--- src/rtl/broad_share_tx_if.sv ---
// Broadcast-share stream from broad_share_tx into the hash_2 receiver port.
// Signal names are those of the transmitter's original ports.
interface broad_share_tx_if #(
  parameter int SHARE_SIZE = 288
);
  logic [SHARE_SIZE-1:0] o_broad_share;
  logic                  o_broad_share_valid;
  logic                  i_broad_share_ready;

  modport master (
    output o_broad_share,
    output o_broad_share_valid,
    input  i_broad_share_ready
  );

  modport slave (
    input  o_broad_share,
    input  o_broad_share_valid,
    output i_broad_share_ready
  );
endinterface

--- src/rtl/broad_share_tx.sv ---
// Fetches TAU*D_HYPERCUBE shares word-by-word from the share BRAM, packs each
// into a wide word (word 0 most significant) and presents it on a valid/ready port.
module broad_share_tx #(
  parameter     PARAMETER_SET = "L5",
  parameter int T             = 3,
  parameter int TAU           = (PARAMETER_SET == "L1") ? 17 :
                                (PARAMETER_SET == "L3") ? 26 :
                                (PARAMETER_SET == "L5") ? 34 : 17,
  parameter int D_HYPERCUBE   = 8,
  parameter int SHARE_WORDS   = 3 * T,
  parameter int SHARE_SIZE    = 32 * SHARE_WORDS,
  parameter int NUM_SHARES    = TAU * D_HYPERCUBE,
  parameter int MEM_DEPTH     = NUM_SHARES * SHARE_WORDS
) (
  input  logic                          i_clk,
  input  logic                          i_rst,
  input  logic                          i_start,
  output logic                          o_done,
  output logic                          o_busy,
  output logic [$clog2(MEM_DEPTH)-1:0]  o_mem_addr,
  output logic                          o_mem_rd,
  input  logic [31:0]                   i_mem_data,
  broad_share_tx_if.master              o_bs,
  output logic [$clog2(NUM_SHARES)-1:0] o_share_index
);

  localparam int ADDR_W = $clog2(MEM_DEPTH);
  localparam int IDX_W  = $clog2(NUM_SHARES);
  localparam int WORD_W = (SHARE_WORDS > 1) ? $clog2(SHARE_WORDS) : 1;

  localparam logic [WORD_W-1:0] WORD_LAST = WORD_W'(SHARE_WORDS - 1);
  localparam logic [IDX_W-1:0]  IDX_LAST  = IDX_W'(NUM_SHARES - 1);
  localparam logic [ADDR_W-1:0] ADDR_STEP = ADDR_W'(SHARE_WORDS);

  typedef enum logic [2:0] {
    S_IDLE,
    S_FETCH,
    S_DRAIN,
    S_PRESENT,
    S_DONE
  } state_t;

  state_t                           r_state, w_state_nx;
  logic [WORD_W-1:0]                r_word, w_word_nx;
  logic [ADDR_W-1:0]                r_addr, w_addr_nx;
  logic [ADDR_W-1:0]                r_base, w_base_nx;
  logic [IDX_W-1:0]                 r_idx, w_idx_nx;
  logic                             r_mem_rd, r_valid, r_done, r_busy;
  logic                             r_cap_en;
  logic [WORD_W-1:0]                r_cap_slot;
  logic [SHARE_WORDS-1:0][31:0]     r_words;
  logic                             w_xfer;

  assign w_xfer = r_valid && o_bs.i_broad_share_ready;

  always_comb begin
    w_state_nx = r_state;
    w_word_nx  = r_word;
    w_addr_nx  = r_addr;
    w_base_nx  = r_base;
    w_idx_nx   = r_idx;
    unique case (r_state)
      S_IDLE: begin
        w_word_nx = '0;
        w_addr_nx = '0;
        w_base_nx = '0;
        w_idx_nx  = '0;
        if (i_start) w_state_nx = S_FETCH;
      end
      S_FETCH: begin
        // The address stops on the last word so it never runs past MEM_DEPTH-1.
        if (r_word == WORD_LAST) begin
          w_state_nx = S_DRAIN;
        end else begin
          w_word_nx = r_word + WORD_W'(1);
          w_addr_nx = r_addr + ADDR_W'(1);
        end
      end
      S_DRAIN: w_state_nx = S_PRESENT;
      S_PRESENT: begin
        if (w_xfer) begin
          if (r_idx == IDX_LAST) begin
            w_state_nx = S_DONE;
          end else begin
            w_state_nx = S_FETCH;
            w_word_nx  = '0;
            w_idx_nx   = r_idx + IDX_W'(1);
            w_base_nx  = r_base + ADDR_STEP;
            w_addr_nx  = r_base + ADDR_STEP;
          end
        end
      end
      S_DONE: begin
        w_state_nx = S_IDLE;
        w_word_nx  = '0;
        w_addr_nx  = '0;
        w_base_nx  = '0;
        w_idx_nx   = '0;
      end
      default: w_state_nx = S_IDLE;
    endcase
  end

  // Control outputs are registered from the next state so none is a decode.
  always_ff @(posedge i_clk) begin
    if (i_rst) begin
      r_state  <= S_IDLE;
      r_word   <= '0;
      r_addr   <= '0;
      r_base   <= '0;
      r_idx    <= '0;
      r_mem_rd <= 1'b0;
      r_valid  <= 1'b0;
      r_done   <= 1'b0;
      r_busy   <= 1'b0;
    end else begin
      r_state  <= w_state_nx;
      r_word   <= w_word_nx;
      r_addr   <= w_addr_nx;
      r_base   <= w_base_nx;
      r_idx    <= w_idx_nx;
      r_mem_rd <= (w_state_nx == S_FETCH);
      r_valid  <= (w_state_nx == S_PRESENT);
      r_done   <= (w_state_nx == S_DONE);
      r_busy   <= (w_state_nx != S_IDLE);
    end
  end

  // Read data lands one cycle after the read; slot SHARE_WORDS-1 is the top word.
  always_ff @(posedge i_clk) begin
    if (i_rst) begin
      r_cap_en   <= 1'b0;
      r_cap_slot <= '0;
      r_words    <= '0;
    end else begin
      r_cap_en   <= r_mem_rd;
      r_cap_slot <= WORD_LAST - r_word;
      if (r_cap_en) r_words[r_cap_slot] <= i_mem_data;
    end
  end

  assign o_done                   = r_done;
  assign o_busy                   = r_busy;
  assign o_mem_rd                 = r_mem_rd;
  assign o_mem_addr               = r_addr;
  assign o_share_index            = r_idx;
  assign o_bs.o_broad_share       = r_words;
  assign o_bs.o_broad_share_valid = r_valid;

endmodule

--- src/flat_wrapper.sv ---
// flat-port wrapper written by rule: the top's interface ports become plain ports
module broad_share_tx_flat 
#(
  parameter     PARAMETER_SET = "  ",
  parameter int T             = 3,
  parameter int TAU           = (PARAMETER_SET == "  ") ? 17 :
                                (PARAMETER_SET == "  ") ? 26 :
                                (PARAMETER_SET == "  ") ? 34 : 17,
  parameter int D_HYPERCUBE   = 8,
  parameter int SHARE_WORDS   = 3 * T,
  parameter int SHARE_SIZE    = 32 * SHARE_WORDS,
  parameter int NUM_SHARES    = TAU * D_HYPERCUBE,
  parameter int MEM_DEPTH     = NUM_SHARES * SHARE_WORDS
)
  (i_clk, i_rst, i_start, o_done, o_busy, o_mem_addr, o_mem_rd, i_mem_data, o_share_index, o_bs_o_broad_share, o_bs_o_broad_share_valid, o_bs_i_broad_share_ready);
  broad_share_tx_if #(.SHARE_SIZE(SHARE_SIZE)) o_bs_i ();
  input  logic i_clk;
  input  logic i_rst;
  input  logic i_start;
  output logic o_done;
  output logic o_busy;
  output logic [$clog2(MEM_DEPTH)-1:0] o_mem_addr;
  output logic o_mem_rd;
  input  logic [31:0] i_mem_data;
  output logic [$clog2(NUM_SHARES)-1:0] o_share_index;
  output wire logic [$bits(o_bs_i.o_broad_share)-1:0] o_bs_o_broad_share;
  output wire logic [$bits(o_bs_i.o_broad_share_valid)-1:0] o_bs_o_broad_share_valid;
  input wire logic [$bits(o_bs_i.i_broad_share_ready)-1:0] o_bs_i_broad_share_ready;
  assign o_bs_o_broad_share = o_bs_i.o_broad_share;
  assign o_bs_o_broad_share_valid = o_bs_i.o_broad_share_valid;
  assign o_bs_i.i_broad_share_ready = o_bs_i_broad_share_ready;
  broad_share_tx #(.PARAMETER_SET(PARAMETER_SET), .T(T), .TAU(TAU), .D_HYPERCUBE(D_HYPERCUBE), .SHARE_WORDS(SHARE_WORDS), .SHARE_SIZE(SHARE_SIZE), .NUM_SHARES(NUM_SHARES), .MEM_DEPTH(MEM_DEPTH)) u_core (.i_clk(i_clk), .i_rst(i_rst), .i_start(i_start), .o_done(o_done), .o_busy(o_busy), .o_mem_addr(o_mem_addr), .o_mem_rd(o_mem_rd), .i_mem_data(i_mem_data), .o_bs(o_bs_i), .o_share_index(o_share_index));
endmodule
--- config.mk ---
export PLATFORM = sky130hd
export DESIGN_NAME = broad_share_tx_flat
export DESIGN_NICKNAME = d
export VERILOG_FILES = /design/src/rtl/broad_share_tx_if.sv /design/src/rtl/broad_share_tx.sv /design/src/flat_wrapper.sv
export SDC_FILE = /design/constraint.sdc
export NUM_CORES = 1
export LEC_CHECK = 0
export CORE_UTILIZATION = 42
export CTS_CLUSTER_DIAMETER = 150
export DETAILED_ROUTE_END_ITERATION = 6
export GPL_ROUTABILITY_DRIVEN = 0
export PLACE_DENSITY_LB_ADDON = 0.2
export REMOVE_ABC_BUFFERS = 1
export SLEW_MARGIN = 0
export SYNTH_ARGS = -nofsm -noshare
export SYNTH_HDL_FRONTEND = slang
export SYNTH_SLANG_ARGS = --single-unit
--- constraint.sdc ---
create_clock -name i_clk -period 1.7 [get_ports i_clk]
set_input_delay 0.51 -clock i_clk [delete_from_list [all_inputs] [get_ports i_clk]]
set_output_delay 0.51 -clock i_clk [all_outputs]
set_load 0.02 [all_outputs]
# Yosys cells after proc, flatten, opt, wreduce, memory -nomap -nowiden

Index checks and enable logic that the tools add are counted.

Flip-flop bits (word level): 334
Output and inout bits: 311
Logic and storage cells: 68
Input bits: 36

Magnitude comparators: 2
Equal/unequal tests: 12
Reductions and logical operators: 9
Multiplexer cells: 20
Add/subtract/negate cells: 5

Operators by type and width:

| cell                    | count |
|---|---|
| $bwmux W288             | 1 |
| $demux W32 S4           | 1 |
| $mux W11                | 3 |
| $pmux W11 S3            | 1 |
| $mux W32                | 1 |
| $pmux W11 S2            | 1 |
| $mux W8                 | 2 |
| $pmux W8 S2             | 1 |
| $mux W3                 | 4 |
| $mux W4                 | 3 |
| $pmux W3 S4             | 1 |
| $pmux W4 S3             | 1 |
| $add A11 B1 Y11 const B | 1 |
| $add A11 B4 Y11 const B | 1 |
| $eq A3 B2 Y1 const B    | 3 |
| $add A8 B1 Y8 const B   | 1 |
| $eq A8 B8 Y1 const B    | 1 |
| $eq A3 B1 Y1 const B    | 2 |
| $eq A3 B3 Y1 const B    | 2 |
| $reduce_bool A3 Y1      | 2 |
| $lt A4 B5 Y1 const B    | 1 |
| $add A4 B1 Y4 const B   | 1 |
| $eq A4 B4 Y1 const B    | 1 |
| $ge A4 B1 Y1 const B    | 1 |
| other kinds (9)         | 11 |

# Depth between registers and ports, before layout

Gate-level depths: netlist of run 1.

Depth after elaboration: 5
Depth in mapped cells: 8
Mapped depth without buffers: 7

# Worst setup path after synthesis of run 1

Ideal clock, no wire load.

Kind: reg-to-reg
From: reg u_core.r_idx[0], in the netlist u_core.o_share_index[0]
To: reg u_core.r_idx[7], in the netlist u_core.o_share_index[7]
Data arrival time: 1.859 ns
Path slack: -0.229 ns
Setup time: 0.070 ns
Buffers on the path: 0
Stages on the path, launching flop included: 7
Data required time: 1.630 ns
Period minus slack after synthesis: 1.929 ns
Cell sequence: dfxtp_1 ha_1 and4b_4 a21oi_2 o21ai_2 or4_1 a21oi_1

Cells in the longest elaborated chain, start to end: 4
Elaborated cells between the ends (all ways): 7
Those cells by class: add/sub: 1; eq/ne: 2; mux: 3; reduce/logical: 1

RTL lines:

| what                   | RTL line              | RTL |
|---|---|---|
| start, declared        | broad_share_tx.sv:47  | `logic [IDX_W-1:0] r_idx, w_idx_nx;` |
| start signal, assigned | broad_share_tx.sv:121 | `r_idx <= w_idx_nx;` |
| $add A8 B1 Y8          | broad_share_tx.sv:87  | `w_idx_nx = r_idx + IDX_W'(1);` |
| $mux W8                | broad_share_tx.sv:82  | `if (r_idx == IDX_LAST) begin` |
| $mux W8                | broad_share_tx.sv:81  | `if (w_xfer) begin` |
| $pmux W8 S2            | broad_share_tx.sv:62  | `unique case (r_state)` |

Parallel ways exist; a longest one is shown, timed or not. The select of a mux whose other input is x is not followed.
A chain may end at the register's enable or synchronous reset.

# Final worst setup path of run 1

From: reg u_core.r_idx[0], in the netlist u_core.o_share_index[0]
To: reg u_core.r_word[3]

Cells in the longest elaborated chain, start to end: 3

RTL lines:

| what                               | RTL line              | RTL |
|---|---|---|
| $eq A8 B8 Y1                       | broad_share_tx.sv:82  |  |
| $ne A2 B2 Y1 (no source line)      | n/a                   |  |
| $reduce_and A4 Y1 (no source line) | n/a                   |  |
| end signal, assigned               | broad_share_tx.sv:118 | `r_word <= w_word_nx;` |
| end, declared                      | broad_share_tx.sv:44  | `logic [WORD_W-1:0] r_word, w_word_nx;` |

Every way passes these cells.

==> results of run 1 <==
==> sequential cells by signal, summed over array words and instances (netlist names) <==
register / flops
u_core.o_bs.o_broad_share: 288
u_core.r_word: 4
u_core.o_mem_rd: 1
u_core.o_busy: 1
u_core.r_state: 3
u_core.r_cap_slot: 4
u_core.o_done: 1
u_core.r_base: 11
u_core.o_bs.o_broad_share_valid: 1
u_core.o_share_index: 8
u_core.o_mem_addr: 11
u_core.r_cap_en: 1
==> area by class of cell <==
class                      count  area, µm²
multi-input combinational   1109       5356
tap                          384      480.5
timing repair buffer         457       4150
sequential                   334       6713
inverter                       8      30.03
clock buffer                  52       1092
clock inverter                 8      92.59
fill                        2590      10940
==> metrics by stage <==
| stage | hold WS [ns] | utilization [%] | power [µW] | cells |
|---|---|---|---|---|
| CTS | 0.4124 | 63.19 | 16760 | 2350 |
| finish | 0.4368 | 62.08 | 16680 | 2352 |
| global route | 0.4389 | 62.08 | 17140 | 2352 |
| floorplan | 0.4557 | - | 8340 | 1450 |
| detailed placement | 0.4453 | 58.62 | 8973 | 2283 |
| global placement | 0.4413 | 58.62 | 8963 | 2283 |
==> cells by family (layout without fill, tap and decap cells) <==
logic type	count (synthesis)	after routing	share of synthesized area, %
buf+inv	150	525	4.674
flops	334	334	54.06
compound gates	367	367	15.80
xor+xnor	15	15	1.062
fa+ha+maj	5	5	0.5058
mux	2	2	0.1720
simple gates	719	720	23.72
==> what timing repair did <==
item                                    in CTS  in global routing
hold buffers                                 0                  0
pin swaps                                    8                 13
resized for setup                          696                223
setup buffers                                5                  3
endpoints found under the setup margin     329                201
cloned                                       2                  0
==> metal layers <==
metal | share of wire, % | routed length (µm) | GRT usage (%) | vias to the layer above
li1 | - | - | - | 5897
met1 | 42 | 18530 | 35.63 | 5822
met2 | 47 | 21040 | 47.00 | 477
met3 | 6.8 | 2998 | 5.154 | 101
met4 | 3.9 | 1747 | 11.88 | 0
met5 | 0 | 0 | 0 | -
==> critical path, stage by stage, from the launching register on <==
cell      delay (ns)
dfxtp_2         0.33
ha_4            0.16
and4b_4         0.20
a211oi_4        0.32
nor2_4          0.07
or4_4           0.49
a21oi_2         0.13
==> where the power goes <==
group | switching [µW] | internal (µW)
Combinational | 533 | 323
Sequential | 45.8 | 7890
Clock | 3150 | 4740
Total | 3730 | 13000
==> layout by cell type (no fill, tap or decap), types with 5 or more instances in the layout <==
cell type | Yosys | layout
buf_4 | 0 | 85
nor3_1 | 12 | 10
clkbuf_2 | 0 | 102
o21ai_1 | 0 | 6
a21oi_1 | 308 | 304
dfxtp_2 | 0 | 15
and3_1 | 9 | 7
nor2b_1 | 8 | 5
nand3_1 | 12 | 8
clkdlybuf4s15_1 | 0 | 95
nand2b_1 | 7 | 6
dlygate4sd2_1 | 0 | 7
nor2_1 | 38 | 33
o21ai_0 | 22 | 15
buf_12 | 0 | 25
clkinv_2 | 0 | 5
dfxtp_1 | 334 | 317
clkbuf_16 | 0 | 37
inv_1 | 8 | 7
and4_1 | 5 | 5
xor2_1 | 9 | 9
clkdlybuf4s50_1 | 0 | 33
nand2_1 | 597 | 594
clkdlybuf4s15_2 | 0 | 90
xnor2_1 | 6 | 6
clkbuf_8 | 0 | 11
buf_2 | 6 | 13
nand4_1 | 5 | 5
==> final timing paths <==
| path | slack (ns) | cells after the start | start | end |
|---|---|---|---|---|
| max | -0.05 | 6 | u_core.o_share_index[0] | u_core.r_word[3] |
| min | 0.44 | 4 | i_rst | u_core.r_state[2] |
| max reg2reg | -0.05 | 6 | u_core.o_share_index[0] | u_core.r_word[3] |
| min reg2reg | 0.45 | 2 | u_core.o_bs.o_broad_share[57] | u_core.o_bs.o_broad_share[57] |
==> metrics.yaml, run 1 <==
routing:
  dr.pass1.iters: 5
  avgViaCountPerCell: 5.228
  vias: 12297
  ant_nets: 0
  wl_per_cell_um: 18.84
  wirelength_um: 44320
  drc: 0
  drt_first_iter_violations: 1041
clocking:
  htreeDepth: 2
  clock_sinks: 334
  insertion_delay_ns: 0.51
  cts_tree: "built"
  clk_pin_slew_ns: 0.06
  cts_root_buffer: "clkbuf_16"
  clockBufferDepth: 3
  numCtsBuffers: 36
place:
  pre_cts_ws_ns: -0.5537
  hpwlAfterDp_um: 29460
  io_buffers: 346
  place_area_um2: 16920
power_and_ir_drop:
  cellPowerDensity_nw_per_um2: 930.9
  ir_drop_uv: 573.0
  p_leak_uw: 0.006609
global_route:
  grt_max_degree: 75
  grt_remaining_overflow: 0
  antenna_found_initial: 0
  grt_pass1_vias: 11479
  grtUsageTotal_pct: 28.13
  grt_first_pass_wirelength_um: 66490
sta:
  fin_worst_skew_ns: 0.01641
  rsz0062_at_grt: "yes"
  period_needed_ns: 1.753
  hold_viol_final: 0
  maxSlewHeadroom_pct: 70.49
  setup-tns-final_ns: -0.09001
  drv_slew: 0
  setup_viol_count_final: 2
  tightest_slew_ns: 0.4412
  period_share_pct: 103.1
  max_freq_mhz: 570.4
  fin_ws_ns: -0.05310
floorplanning:
  die_h_um: 173.6
  die_w_um: 173.6
  boundaryPins: 347
  start_util_pct: 42.86
  placementRows: 62
  die-area_um2: 30140
  core-area_um2: 28860
logic_synthesis:
  synth_ff_type: "dfxtp_1"
  synthTopCellsByCount: "nand2_1 (597), dfxtp_1 (334), a21oi_1 (308), clkbuf_1 (133), nor2_1 (38)"
  ys_ff_latch: 334
  synth_top_area_share_pct: 54.06
  synth_edf_count: 0
  yosysMostFrequentCell: "nand2_1"
  synthCells: 1592
  avgSynthCellArea_um2: 7.769
  yosysUniqueCellTypes: 55
  yosys_warnings: 0
  yosysTopAreaCell: "dfxtp_1"
  synth_seq_area_share_pct: 54.06
  synth_area_leaders: "dfxtp_1 (54%), nand2_1 (18%), a21oi_1 (12%), clkbuf_1 (4.0%), nor2_1 (1.2%)"
  synthesis.area_um2: 12370
  synthArstFlopShare_pct: 0
critical_path:
  worstPathMaxFanout: 3
  crit_type: "reg -> reg"
  cp-end-kind: "flip-flop"
  cp.arrival_ns: 2.19
  critPathLaunchType: "flip-flop"
  required_ns: 2.14
cells_and_area:
  insertedDiodeCount: 0
  drive_above_1_share_pct: 22.87
  area_growth_pct: 44.85
  finish.instance_area_um2: 17910
  final_nets: 1987
outcome:
  status: "finished, violations left"
  violations: "negative setup slack"
hold_path:
  min_path_type: "in -> reg"
job:
  max-cap-violations: 0
(Power assumes the default switching activity.)
==> run 2: changes to the inputs <==
--- a/config.mk
+++ b/config.mk
@@ -11,7 +11,7 @@
 export GPL_ROUTABILITY_DRIVEN = 0
 export PLACE_DENSITY_LB_ADDON = 0.2
 export REMOVE_ABC_BUFFERS = 1
-export SLEW_MARGIN = 0
+export SLEW_MARGIN = 20
 export SYNTH_ARGS = -nofsm -noshare
 export SYNTH_HDL_FRONTEND = slang
 export SYNTH_SLANG_ARGS = --single-unit
==> results of run 2 <==
No change in the layout: final DEF, timing and power equal those of run 1.
==> run 3: changes to the inputs <==
--- a/config.mk
+++ b/config.mk
@@ -5,6 +5,7 @@
 export SDC_FILE = /design/constraint.sdc
 export NUM_CORES = 1
 export LEC_CHECK = 0
+export ABC_CLOCK_PERIOD_IN_PS = 1750
 export CORE_UTILIZATION = 42
 export CTS_CLUSTER_DIAMETER = 150
 export DETAILED_ROUTE_END_ITERATION = 6
==> constraint.sdc (replaced) <==
create_clock -name i_clk -period 1.75 [get_ports i_clk]
set_input_delay 0.525 -clock i_clk [delete_from_list [all_inputs] [get_ports i_clk]]
set_output_delay 0.525 -clock i_clk [all_outputs]
set_load 0.02 [all_outputs]
==> run 3 against run 2 <==
The flow now finishes without violations; worst hold slack gained 0.011 ns; critical path depth shrank 5; largest cell class unchanged; final cell count shrank 0.60%; via count shrank 0.87%; clock skew shrank 0.0073 ns; final area shrank 1.6%; wire length shrank 1.5%; count of clock-buffer cells in the layout grew 4; first-iteration DRC count shrank 1.4%; utilization shrank 1.0 points.
==> metrics.yaml, run 3 (synthesis gave the netlist of run 1 again) <==
critical_path:
  startpoint: "u_core.o_bs.o_broad_share[66]"
  reg2reg_from: "u_core.r_word[1]"
  worstReg2RegEnd: "u_core.r_word[3]"
  critPathLaunchType: "flip-flop"
  crit_end: "o_bs_o_broad_share[66]"
  cp.arrival_ns: 1.21  # -0.98 ns
  crit_path_max_incr_delay_ns: 0.38  # -0.11 ns
  cp_num_buf_inv: 1  # +1
  path_delay_family: "buffers and inverters"
  rrSetupSlack_ns: 0.01  # +0.06 ns
  crit_path_top_delay_cell: "dlygate4sd2_1"
  required_ns: 1.22  # -0.92 ns
  r2r_cells: 7  # +1
  worstPathMaxFanout: 2  # -1
  cp-end-kind: "output port"
  crit_type: "reg -> out"
  cp.depth: 1  # -5
  path_cells: "dlygate4sd2_1"
clocking:
  cts_hold_buffers: 0  # unchanged
  cts_tree: "built"
  htreeDepth: 2  # unchanged
  insertion_delay_ns: 0.52  # about the same
  clockBufferDepth: 3  # unchanged
  clk_pin_slew_ns: 0.06  # about the same
  cts_root_buffer: "clkbuf_16"
  clock_sinks: 334  # unchanged
  numCtsBuffers: 36  # unchanged
cells_and_area:
  finish.instance_area_um2: 17620  # -1.6%
  final_nets: 1971  # -0.81%
  area_growth_pct: 42.48
  drive_above_1_share_pct: 14.94  # -7.9 points
  instances_no_fill: 2338  # -0.60%
  largest_reg_flops: 288  # unchanged
  multi_input_area_um2: 5293  # -1.2%
  final_util_pct: 61.06  # -1.0 points
  insertedDiodeCount: 0  # unchanged
  layout_commonest_cell: "nand2_1"
  final_cell_mix: "nand2_1 (595), dfxtp_1 (319), a21oi_1 (304)"
  n_fill_cell: 2633  # +1.7%
  seq_area_um2: 6705  # -0.11%
routing:
  avgViaCountPerCell: 5.214  # -0.28%
  wl_per_cell_um: 18.67  # -0.92%
  vias: 12190  # -0.87%
  wirelength_um: 43650  # -1.5%
  drt_first_iter_violations: 1026  # -1.4%
  ant_nets: 0  # unchanged
  dr.pass1.iters: 5  # unchanged
  drc: 0  # unchanged
floorplanning:
  placementRows: 62  # unchanged
  core-area_um2: 28860  # unchanged
  die_w_um: 173.6  # unchanged
  die_h_um: 173.6  # unchanged
  die-area_um2: 30140  # unchanged
  boundaryPins: 347  # unchanged
  start_util_pct: 42.86  # unchanged
place:
  io_buffers: 346  # unchanged
  placed_cells: 2271  # -0.53%
  hpwlAfterDp_um: 29150  # -1.1%
  place_area_um2: 16740  # -1.0%
global_route:
  top_usage_layer: "met2"
  grtUsageMet2_pct: 46.20  # -0.80 points
  grt_pass1_vias: 11387  # -0.80%
  met3_usage_pct: 5.614  # +0.46 points
  grt_remaining_overflow: 0  # unchanged
  grt_util_met1_pct: 34.73  # -0.90 points
  grt_max_degree: 94  # +25%
  grt_first_pass_wirelength_um: 65690  # -1.2%
  antenna_found_initial: 1  # +1
  grtUsageTotal_pct: 27.82  # -0.32 points
sta:
  rsz0062_at_grt: "yes"
  max_freq_mhz: 574.7
  period_needed_ns: 1.740
  setup-tns-final_ns: 0  # +0.09001 ns
  tightest_slew_ns: 0.4875  # +0.04622 ns
  fin_worst_skew_ns: 0.009083  # -0.007330 ns
  drv_slew: 0  # unchanged
  maxSlewHeadroom_pct: 67.50  # -3.0 points
  period_share_pct: 99.42
  setup_viol_count_final: 0  # -2
  hold_viol_final: 0  # unchanged
power_and_ir_drop:
  ir_drop_uv: 530.0  # -7.5%
  cellPowerDensity_nw_per_um2: 896.7  # -3.7%
  p_leak_uw: 0.006914  # +4.6%
hold_path:
  min_path_type: "reg -> reg"
job:
  max-cap-violations: 0  # unchanged
outcome:
  status: "finished clean"
[run 3: cell count changes in the layout (fill, tap and decap cells not counted), sizes merged]
cell and delta:
dlygate4sd2 +115, clkbuf -44, clkinvlp -1, clkdlybuf4s15 -56
buf -26, or2 -1, bufinv -1, clkinv -2
inv +2
[run 3: worst min-delay path by stage]
stage                     slack [ns]  cells past startpoint                             end                            from
after global routing            0.46                      4                   u_core.o_done                           i_rst
after floorplan                 0.46                      1                u_core.r_base[8]                u_core.r_base[8]
after global placement          0.44                      2  u_core.o_bs.o_broad_share[269]  u_core.o_bs.o_broad_share[269]
after detailed placement        0.45                      2    u_core.o_bs.o_broad_share[0]    u_core.o_bs.o_broad_share[0]
final                           0.45                      2  u_core.o_bs.o_broad_share[270]  u_core.o_bs.o_broad_share[270]
after CTS                       0.42                      4               u_core.r_state[2]                           i_rst
[run 3: final cells by class]
class,count,area share [%]
timing repair buffer,442,22.66
clock inverter,6,0.3550
inverter,8,0.1704
sequential,334,38.05
tap,384,2.726
multi-input combinational,1108,30.03
clock buffer,56,6.000
[run 3: worst reg2reg max path, cell delays in order, from the launching register on]
cell and delay (ns):
dfxtp_1 0.33, inv_1 0.06, ha_2 0.17, nand3b_1 0.19, a21o_1 0.24, nor2_2 0.07
or4_4 0.49, a21oi_2 0.13
[run 3: power by group]
group | switching [µW] | leakage [µW] | internal (µW)
sequential | 43.7 | 0.00270 | 7670
clock | 3000 | 0.000549 | 4300
combinational | 510 | 0.00366 | 285
[run 3: routing by layer]
layer,vias to the layer above,part of all wire (%)
li1,5862,-
met1,5747,42
met2,475,47
met3,104,6.9
met4,2,4.4
met5,-,0.030
[run 3: stage by stage]
stage                     setup WS (ns)  power, µW  hold WS (ns)
final                           0.01008      15800        0.4478
after floorplan                 -0.8207       8102        0.4557
after CTS                      -0.01397      15890        0.4212
after detailed placement        -0.6326       8690        0.4456
after global placement          -0.5706       8679        0.4405
after global routing           -0.03008      16290        0.4646
[run 3: timing repair]
action,CTS,global route
pin swaps,2,6
gates resized for setup,459,174
buffers inserted,1,5
setup endpoints to repair,319,152
